## config.mk

```make
export PLATFORM = sky130hd
export DESIGN_NAME = sram_rd_streamer_flat
export DESIGN_NICKNAME = d
export VERILOG_FILES = /design/src/rtl/sram_rd_streamer_if.sv /design/src/rtl/sram_rd_streamer.sv /design/src/flat_wrapper.sv
export SDC_FILE = /design/constraint.sdc
export NUM_CORES = 1
export LEC_CHECK = 0
export ABC_AREA = 1
export CAP_MARGIN = 20
export CELL_PAD_IN_SITES_DETAIL_PLACEMENT = 1
export CELL_PAD_IN_SITES_GLOBAL_PLACEMENT = 1
export CORE_MARGIN = 3
export CORE_UTILIZATION = 37
export CTS_BUF_LIST = sky130_fd_sc_hd__clkbuf_16
export CTS_CLUSTER_SIZE = 12
export DETAILED_ROUTE_END_ITERATION = 10
export GPL_TIMING_DRIVEN = 0
export PLACE_DENSITY_LB_ADDON = 0.25
export SETUP_SLACK_MARGIN = 0.05
export SYNTH_ARGS = -nofsm -noshare
export SYNTH_HDL_FRONTEND = slang
export SYNTH_SLANG_ARGS = --single-unit
```

## constraint.sdc

```tcl
create_clock -name clk -period 4.1 [get_ports clk]
set_clock_uncertainty 0.2 [all_clocks]
set_input_delay 1.23 -clock clk [delete_from_list [all_inputs] [get_ports clk]]
set_output_delay 1.23 -clock clk [all_outputs]
set_load 0.005 [all_outputs]
```

## src/rtl/sram_rd_streamer_if.sv

```systemverilog
// sram_rd_streamer_if: SRAM read port plus valid/ready output stream of sram_rd_streamer.
interface sram_rd_streamer_if #(
    parameter int ADDR_WIDTH = 10,
    parameter int DATA_WIDTH = 8
);
    logic                  rd_en;
    logic [ADDR_WIDTH-1:0] rd_addr;
    logic [DATA_WIDTH-1:0] rd_data;
    logic [DATA_WIDTH-1:0] out_data;
    logic                  out_val;
    logic                  out_rdy;
    modport master_mp (output rd_en, rd_addr, out_data, out_val, input rd_data, out_rdy);
    modport slave_mp (input rd_en, rd_addr, out_data, out_val, output rd_data, out_rdy);
endinterface

```

## src/rtl/sram_rd_streamer.sv

```systemverilog
// sram_rd_streamer: reads len words from base and streams them out through a small FIFO.
// Optional back-pressure counter enabled by macro SRAM_RD_STREAMER_STALL_CNT_EN.
module sram_rd_streamer #(
    parameter int ADDR_WIDTH = 10,
    parameter int DATA_WIDTH = 8,
    parameter int FIFO_DEPTH = 4
) (
    input  logic                  clk,
    input  logic                  rst,
    input  logic                  start_i,
    input  logic [ADDR_WIDTH-1:0] base_addr_i,
    input  logic [ADDR_WIDTH:0]   len_i,
    output logic                  busy_o,
    output logic                  done_o,
    output logic [15:0]           stall_cnt_o,
    sram_rd_streamer_if.master_mp bus_io
);
    localparam int PW = $clog2(FIFO_DEPTH);
    typedef enum logic [1:0] {IDLE, RUN, DRAIN, FIN} state_e;
    state_e                state_q;
    logic                  busy_q, done_q, rd_en_q, in_flight_q;
    logic [ADDR_WIDTH-1:0] rd_addr_q, base_q;
    logic [ADDR_WIDTH:0]   len_q, issued_q, popped_q, issued_d, popped_d;
    logic [DATA_WIDTH-1:0] mem_q [FIFO_DEPTH];
    logic [PW-1:0]         wr_ptr_q, rd_ptr_q;
    logic [PW:0]           cnt_q, cnt_d;
    logic                  out_val, push, pop, room, issue;

    assign out_val  = cnt_q != '0;
    assign push     = in_flight_q;
    assign pop      = out_val && bus_io.out_rdy;
    assign cnt_d    = cnt_q + (PW+1)'(push) - (PW+1)'(pop);
    // Room is judged on next-cycle occupancy plus the read whose data lands next cycle.
    assign room     = ({1'b0, cnt_d} + (PW+2)'(rd_en_q)) < (PW+2)'(FIFO_DEPTH);
    assign issue    = state_q == RUN && issued_q < len_q && room;
    assign issued_d = issued_q + (ADDR_WIDTH+1)'(issue);
    assign popped_d = popped_q + (ADDR_WIDTH+1)'(pop);

    always_ff @(posedge clk) begin
        if (rst) begin
            state_q     <= IDLE;
            busy_q      <= 1'b0;
            done_q      <= 1'b0;
            rd_en_q     <= 1'b0;
            in_flight_q <= 1'b0;
            rd_addr_q   <= '0;
            base_q      <= '0;
            len_q       <= '0;
            issued_q    <= '0;
            popped_q    <= '0;
        end else begin
            in_flight_q <= rd_en_q;
            done_q      <= 1'b0;
            rd_en_q     <= 1'b0;
            popped_q    <= popped_d;
            case (state_q)
                IDLE: if (start_i) begin
                    base_q   <= base_addr_i;
                    len_q    <= len_i;
                    popped_q <= '0;
                    issued_q <= '0;
                    if (len_i != '0) begin
                        state_q   <= RUN;
                        busy_q    <= 1'b1;
                        rd_en_q   <= 1'b1;
                        rd_addr_q <= base_addr_i;
                        issued_q  <= (ADDR_WIDTH+1)'(1);
                    end else begin
                        state_q <= FIN;
                        done_q  <= 1'b1;
                    end
                end
                RUN: begin
                    if (issue) begin
                        rd_en_q   <= 1'b1;
                        rd_addr_q <= base_q + issued_q[ADDR_WIDTH-1:0];
                    end
                    issued_q <= issued_d;
                    if (issued_d == len_q) state_q <= DRAIN;
                end
                DRAIN: if (popped_d == len_q) begin
                    state_q <= FIN;
                    busy_q  <= 1'b0;
                    done_q  <= 1'b1;
                end
                FIN: state_q <= IDLE;
            endcase
        end
    end

    always_ff @(posedge clk) begin
        if (rst) begin
            wr_ptr_q <= '0;
            rd_ptr_q <= '0;
            cnt_q    <= '0;
        end else begin
            if (push) begin
                mem_q[wr_ptr_q] <= bus_io.rd_data;
                wr_ptr_q        <= wr_ptr_q + 1'b1;
            end
            if (pop) rd_ptr_q <= rd_ptr_q + 1'b1;
            cnt_q <= cnt_d;
        end
    end

`ifdef SRAM_RD_STREAMER_STALL_CNT_EN
    logic [15:0] stall_q;
    always_ff @(posedge clk) begin
        if (rst || (state_q == IDLE && start_i)) stall_q <= '0;
        else if (out_val && !bus_io.out_rdy && stall_q != 16'hFFFF) stall_q <= stall_q + 1'b1;
    end
    assign stall_cnt_o = stall_q;
`else
    assign stall_cnt_o = '0;
`endif

    assign busy_o          = busy_q;
    assign done_o          = done_q;
    assign bus_io.rd_en    = rd_en_q;
    assign bus_io.rd_addr  = rd_addr_q;
    assign bus_io.out_val  = out_val;
    assign bus_io.out_data = out_val ? mem_q[rd_ptr_q] : '0;
endmodule

```

## src/flat_wrapper.sv

```systemverilog
// flat-port wrapper written by rule: the top's interface ports become plain ports
module sram_rd_streamer_flat 
#(
    parameter int ADDR_WIDTH = 10,
    parameter int DATA_WIDTH = 8,
    parameter int FIFO_DEPTH = 4
)
  (clk, rst, start_i, base_addr_i, len_i, busy_o, done_o, stall_cnt_o, bus_io_rd_en, bus_io_rd_addr, bus_io_out_data, bus_io_out_val, bus_io_rd_data, bus_io_out_rdy);
  sram_rd_streamer_if #(.ADDR_WIDTH(ADDR_WIDTH), .DATA_WIDTH(DATA_WIDTH)) bus_io_i ();
  input  logic clk;
  input  logic rst;
  input  logic start_i;
  input  logic [ADDR_WIDTH-1:0] base_addr_i;
  input  logic [ADDR_WIDTH:0] len_i;
  output logic busy_o;
  output logic done_o;
  output logic [15:0] stall_cnt_o;
  output wire logic [$bits(bus_io_i.rd_en)-1:0] bus_io_rd_en;
  output wire logic [$bits(bus_io_i.rd_addr)-1:0] bus_io_rd_addr;
  output wire logic [$bits(bus_io_i.out_data)-1:0] bus_io_out_data;
  output wire logic [$bits(bus_io_i.out_val)-1:0] bus_io_out_val;
  input wire logic [$bits(bus_io_i.rd_data)-1:0] bus_io_rd_data;
  input wire logic [$bits(bus_io_i.out_rdy)-1:0] bus_io_out_rdy;
  assign bus_io_rd_en = bus_io_i.rd_en;
  assign bus_io_rd_addr = bus_io_i.rd_addr;
  assign bus_io_out_data = bus_io_i.out_data;
  assign bus_io_out_val = bus_io_i.out_val;
  assign bus_io_i.rd_data = bus_io_rd_data;
  assign bus_io_i.out_rdy = bus_io_out_rdy;
  sram_rd_streamer #(.ADDR_WIDTH(ADDR_WIDTH), .DATA_WIDTH(DATA_WIDTH), .FIFO_DEPTH(FIFO_DEPTH)) u_core (.clk(clk), .rst(rst), .start_i(start_i), .base_addr_i(base_addr_i), .len_i(len_i), .busy_o(busy_o), .done_o(done_o), .stall_cnt_o(stall_cnt_o), .bus_io(bus_io_i));
endmodule
```

==> results of run 1 <==
-- state kept, by name, summed over array words and instances (netlist names), named ones only --
name,flops
u_core.base_q,10
u_core.bus_io.rd_addr,10
u_core.bus_io.rd_en,1
u_core.busy_o,1
u_core.cnt_q,3
u_core.done_o,1
u_core.in_flight_q,1
u_core.issued_q,11
u_core.len_q,11
u_core.mem_q,32
u_core.popped_q,11
u_core.rd_ptr_q,2
u_core.state_q,2
u_core.wr_ptr_q,2
-- power breakdown --
group	switching, mW	total (mW)	internal (mW)
Sequential	0.107	1.28	1.17
Clock	0.417	0.840	0.423
Combinational	1.00	1.72	0.715
Total	1.53	3.84	2.31
-- Yosys cell counts (all sizes together) (2+ instances only) --
| master | instances | area share [%] |
|---|---|---|
| or2 | 3 | 0.34 |
| o211ai | 4 | 0.72 |
| a21oi | 73 | 6.6 |
| xnor2 | 5 | 0.78 |
| edfxtp | 32 | 17 |
| nand2 | 156 | 10 |
| fa | 2 | 0.72 |
| o21bai | 2 | 0.34 |
| buf | 17 | 2.4 |
| nand3 | 68 | 6.1 |
| xor2 | 4 | 0.63 |
| dfxtp | 68 | 24 |
| nand4 | 7 | 0.78 |
| ha | 31 | 6.9 |
| clkbuf | 17 | 1.1 |
| inv | 78 | 5.2 |
| o21ai | 62 | 5.6 |
| nor2 | 118 | 8.4 |
| a211oi | 2 | 0.27 |
-- cell families after synthesis --
logic type               count (synthesis)  share of synthesized area, %
adder cells (fa/ha/maj)                 33                          7.66
flip-flops                             100                          41.6
AND/OR/NAND/NOR                        356                          26.6
other                                    1                        0.0671
AO/OA/AOI/OAI                          146                          13.9
XOR/XNOR                                 9                          1.41
buffers and inverters                  112                          8.73
-- worst paths after layout --
| path | slack [ns] | cells after the start | start | endpoint |
|---|---|---|---|---|
| worst max-delay path | -0.05 | 28 | bus_io_out_rdy | u_core.state_q[0]$_SDFFE_PP0P_ |
| worst min-delay path | 0.26 | 2 | u_core.bus_io.rd_en$_SDFF_PP0_ | u_core.in_flight_q$_SDFF_PP0_ |
| worst max register to register | 0.04 | 30 | u_core.cnt_q[1]$_SDFF_PP0_ | u_core.state_q[0]$_SDFFE_PP0P_ |
| worst min register to register | 0.26 | 2 | u_core.bus_io.rd_en$_SDFF_PP0_ | u_core.in_flight_q$_SDFF_PP0_ |
-- layer usage --
layer	wire, µm	vias up	track usage (%)
met4	320	0	6.86
met1	7230	2516	25.0
met2	8800	95	39.6
met3	638	21	2.62
li1	-	2656	-
met5	0	-	0
-- repair_timing --
item / in CTS / in global routing
gates cloned: 0 / 0
hold buffers: 0 / 0
endpoints found under the setup margin: 8 / 5
pin swaps: 19 / 26
setup buffers: 13 / 6
resized for setup: 24 / 29
-- stage by stage --
step | TNS, ns | power [mW]
6_report | -0.0834 | 3.84
5_1_grt | -0.531 | 4.13
4_1_cts | -0.00550 | 3.79
3_5_place_dp | -6.27 | 2.85
3_3_place_gp | -5.11 | 2.78
2_1_floorplan | 0 | 2.24
-- critical path, delay by kind of cell --
kind	cells	cell delay [ns]
buffers and inverters	4	0.25
adder cells (fa/ha/maj)	4	0.97
AND/OR/NAND/NOR	20	1.73
-- cell type report --
type                    count  area share, %
multi-input cells         560           43.1
clock inverters             7          0.868
inverters                  78           4.25
plain buffers              34           2.80
well taps                 184           3.26
clock buffers               9           3.19
flip-flops and latches    100           32.9
repair buffers             71           9.61
==> run metrics, run 1 <==
multi-input combinational cell area=3040 µm²; Tot GR Track Use=21.2%; final non-filler cell total=1043; Post-synth ARST share=0%; synthesized cell area=5590 µm²; status=finished, violations left; unrepaired setup endpoints after global routing=yes; Final Hold Viols=0; pin count of the biggest net entering global routing=19; RD Place Congestion=0.825; commonest non-fill, non-tap cell in the layout=nand2_1; vias=5288; core area=14600 µm²; Slew @ Worst Pin=0.889 ns; setup ws final=-0.0490 ns; I/O pin cnt=71; most frequent cells in the layout=nand2_1, nor2_1, inv_1, a21oi_1, dfxtp_1; Critical Path RT=4.15 ns; Slew HR=40.5%; fraction of layout cells with a size suffix above 1=12.6%; Post-Route WL=17000 µm; clk_lat worst skew=0.36 ns; TritonCTS Buffers=9; Primary FF master, synth=dfxtp_1; Ant. Diodes=0; final cell area excluding filler cells=7060 µm²; Area after DPL=6490 µm²; Startpoint Class=input port; worst vdd ir=0.281 mV; Hold WC Path Type=flop to flop; Max Freq=0.241 GHz; pins over their slew limit=0; die area=16600 µm²; pre-CTS setup slack=-1.18 ns; P&R area growth vs syn=26.4%; vias in the first global route=5639; Setup violations, final=2; CP endpoint kind=flop; Initial Utilization=38.1%; Clock transition at path regs=0.07 ns; Register Area=2320 µm²; Most common cell on crit path=nand2_2; Initial DRC Count=242; die height=129 µm; Yosys cell types=35; IO buf count=54; slowest stage cell, crit path=fa_1; gr ovfl total=0; Post-synth EDFFs=32; period utilisation layout=101%; minimum clock period=4.15 ns; # rows=44; # fillers=1801; Clock Tree Buf Depth=2; sequential element share of the synthesized area=41.6%; Pre-antenna DRT Iters=4; critical path class=input port to flop; Pleak=2.83 nW; FF+latch count, synth=100; syn avg cell area=7.38 µm²; slowest stage delay, CP=0.48 ns; first-pass GRT wire length=27600 µm; hpwl dp=13000 µm; worst hold slack=0.264 ns; post-DR vias/cell=5.07; routed len/inst=16.3 µm; Placed Cells=1010; width of the die=129 µm; nets@finish=920; Layout Utilization=48.2%; Clock Sinks=100; critical path arrival=4.20 ns; failing checks=negative setup slack; Synth Warn #=0; initial antenna violation count=0; Critical Path Fanout Max=3; htree depth=3; Routed Antenna Nets=0; drc violations=0; Max-Cap Viols=0; clock root cell=clkbuf_16; PD cells=543 nW/µm²; TritonCTS clock tree=done; Syn Inst Count=757
No activity file was read; power rests on OpenSTA's default activity.
==> run 2: changes to the inputs <==
- RECOVER_POWER: default -> 50
==> run 2 against run 1 <==
- the run still ends with negative setup slack left
- die area is the same
- sequential power is essentially flat
- core utilization is the same
- clock-buffer cell count is the same
- critical path depth is the same
- sequential cell count is the same
- non-clock buffer count is the same
- cell count is the same
- clock power is essentially flat
- via count is essentially flat
- worst setup slack lost 0.014 ns
- maximum frequency shrank 0.33%
- critical endpoint unchanged
- largest cell class unchanged
==> run metrics, run 2 (synthesis results as in run 1) <==
pins over their slew limit=0; Most common cell on crit path=nand2_2; setup ws final=-0.0629 ns; IO buf count=54; clock network power share=21.9%; Max Freq=0.240 GHz; Tot GR Track Use=21.2%; Initial Utilization=38.1%; switching power=1.53 mW; sw frac=39.8%; die height=129 µm; Comb power frac=44.7%; unrepaired setup endpoints after global routing=yes; Internal Dissipation=2.31 mW; post-DR vias/cell=5.07; width of the die=129 µm; Initial DRC Count=242; I/O pin cnt=71; Final Hold Viols=0; Slew HR=41.8%; die area=16600 µm²; Crit path max-delay family=simple AND/OR/NAND/NOR gates; worst vdd ir=0.280 mV; Critical Path RT=4.15 ns; hpwl dp=13000 µm; gr ovfl total=0; Setup violations, final=2; Clock Tree Buf Depth=2; Slew @ Worst Pin=0.870 ns; Max-Cap Viols=0; largest reg by FF count=u_core.mem_q; minimum clock period=4.16 ns; # fillers=1801; TritonCTS clock tree=done; core area=14600 µm²; vias=5290; pin count of the biggest net entering global routing=19; Hold WC Path Type=flop to flop; Area after DPL=6490 µm²; most frequent cells in the layout=nand2_1, nor2_1, inv_1, a21oi_1, dfxtp_1; Levels on crit path=28; drc violations=0; status=finished, violations left; Min-Delay Path Depth=2; Hold Buf Count CTS=0; critical path arrival=4.22 ns; setup TNS=-0.111 ns; multi-input combinational cell area=3040 µm²; commonest non-fill, non-tap cell in the layout=nand2_1; Ant. Diodes=0; CP endpoint kind=flop; period utilisation layout=102%; TritonCTS Buffers=9; CP bufs+invs=4; part of the power in registers=33.4%; htree depth=3; Post-Route WL=17000 µm; failing checks=negative setup slack; nets@finish=920; Register Area=2320 µm²; slowest stage delay, CP=0.48 ns; routed len/inst=16.3 µm; Critical Path Fanout Max=3; fraction of layout cells with a size suffix above 1=12.6%; P&R area growth vs syn=26.4%; slowest stage cell, crit path=fa_1; clk_lat worst skew=0.36 ns; Placed Cells=1010; final non-filler cell total=1043; Clock transition at path regs=0.07 ns; RD Place Congestion=0.825; initial antenna violation count=0; pre-CTS setup slack=-1.18 ns; R2R depth=30; Routed Antenna Nets=0; Pleak=2.83 nW; worst hold slack=0.264 ns; Clock Sinks=100; vias in the first global route=5639; max reg flops=32; first-pass GRT wire length=27600 µm; critical path class=input port to flop; final cell area excluding filler cells=7060 µm²; Pre-antenna DRT Iters=4; # rows=44; clock root cell=clkbuf_16; Startpoint Class=input port; PD cells=543 nW/µm²
run 2: layout make-up:
type                            instances  area share [%]
Multi-Input combinational cell        560            43.1
Clock inverter                          7           0.868
Sequential cell                       100            32.9
Tap cell                              184            3.26
Timing Repair Buffer                   71            9.61
Inverter                               78            4.25
Clock buffer                            9            3.19
Buffer                                 34            2.80
run 2: power groups by stage:
stage          combinational, mW  clock, mW  sequential (mW)
3_3_place_gp                1.49          0             1.29
4_1_cts                     1.65      0.858             1.28
5_1_grt                     1.93      0.898             1.30
2_1_floorplan              0.965          0             1.27
6_report                    1.72      0.840             1.28
3_5_place_dp                1.55          0             1.30
run 2: metrics by stage:
stage / utilization, % / power (mW)
4_1_cts: 47.4 / 3.79
6_report: 48.2 / 3.84
2_1_floorplan: - / 2.24
3_5_place_dp: 44.4 / 2.85
3_3_place_gp: 44.4 / 2.78
5_1_grt: 48.2 / 4.13
run 2: worst paths after layout:
kind                                                        to  slack [ns]                            from
worst max-delay path            u_core.state_q[0]$_SDFFE_PP0P_       -0.06                  bus_io_out_rdy
worst min-delay path             u_core.in_flight_q$_SDFF_PP0_        0.26  u_core.bus_io.rd_en$_SDFF_PP0_
worst max register to register  u_core.state_q[0]$_SDFFE_PP0P_        0.03      u_core.cnt_q[1]$_SDFF_PP0_
worst min register to register   u_core.in_flight_q$_SDFF_PP0_        0.26  u_core.bus_io.rd_en$_SDFF_PP0_
run 2: repair_timing:
item | in CTS | in global routing
buffers inserted | 13 | 6
gates resized for setup | 24 | 29
pin swaps | 19 | 26
setup endpoints to repair | 8 | 5
run 2: worst reg2reg max path, delay by kind of cell (launching register included):
| kind | cells | cell delay (ns) |
|---|---|---|
| fa+ha+maj | 4 | 0.97 |
| buf+inv | 4 | 0.25 |
| flops | 1 | 0.32 |
| simple gates | 22 | 2.24 |
run 2: routing by layer:
metal,track usage (%),vias up,wire (µm)
li1,-,2656,-
met1,25.0,2525,7290
met2,39.6,88,8790
met3,2.62,21,583
met4,6.86,0,320
met5,0,-,0
==> run 3: changes to the inputs <==
- ABC_CLOCK_PERIOD_IN_PS: default -> 4100
- CTS_CLUSTER_SIZE: 12 -> default
==> results of run 3 <==
No change in the layout: final DEF, timing and power equal those of run 2.
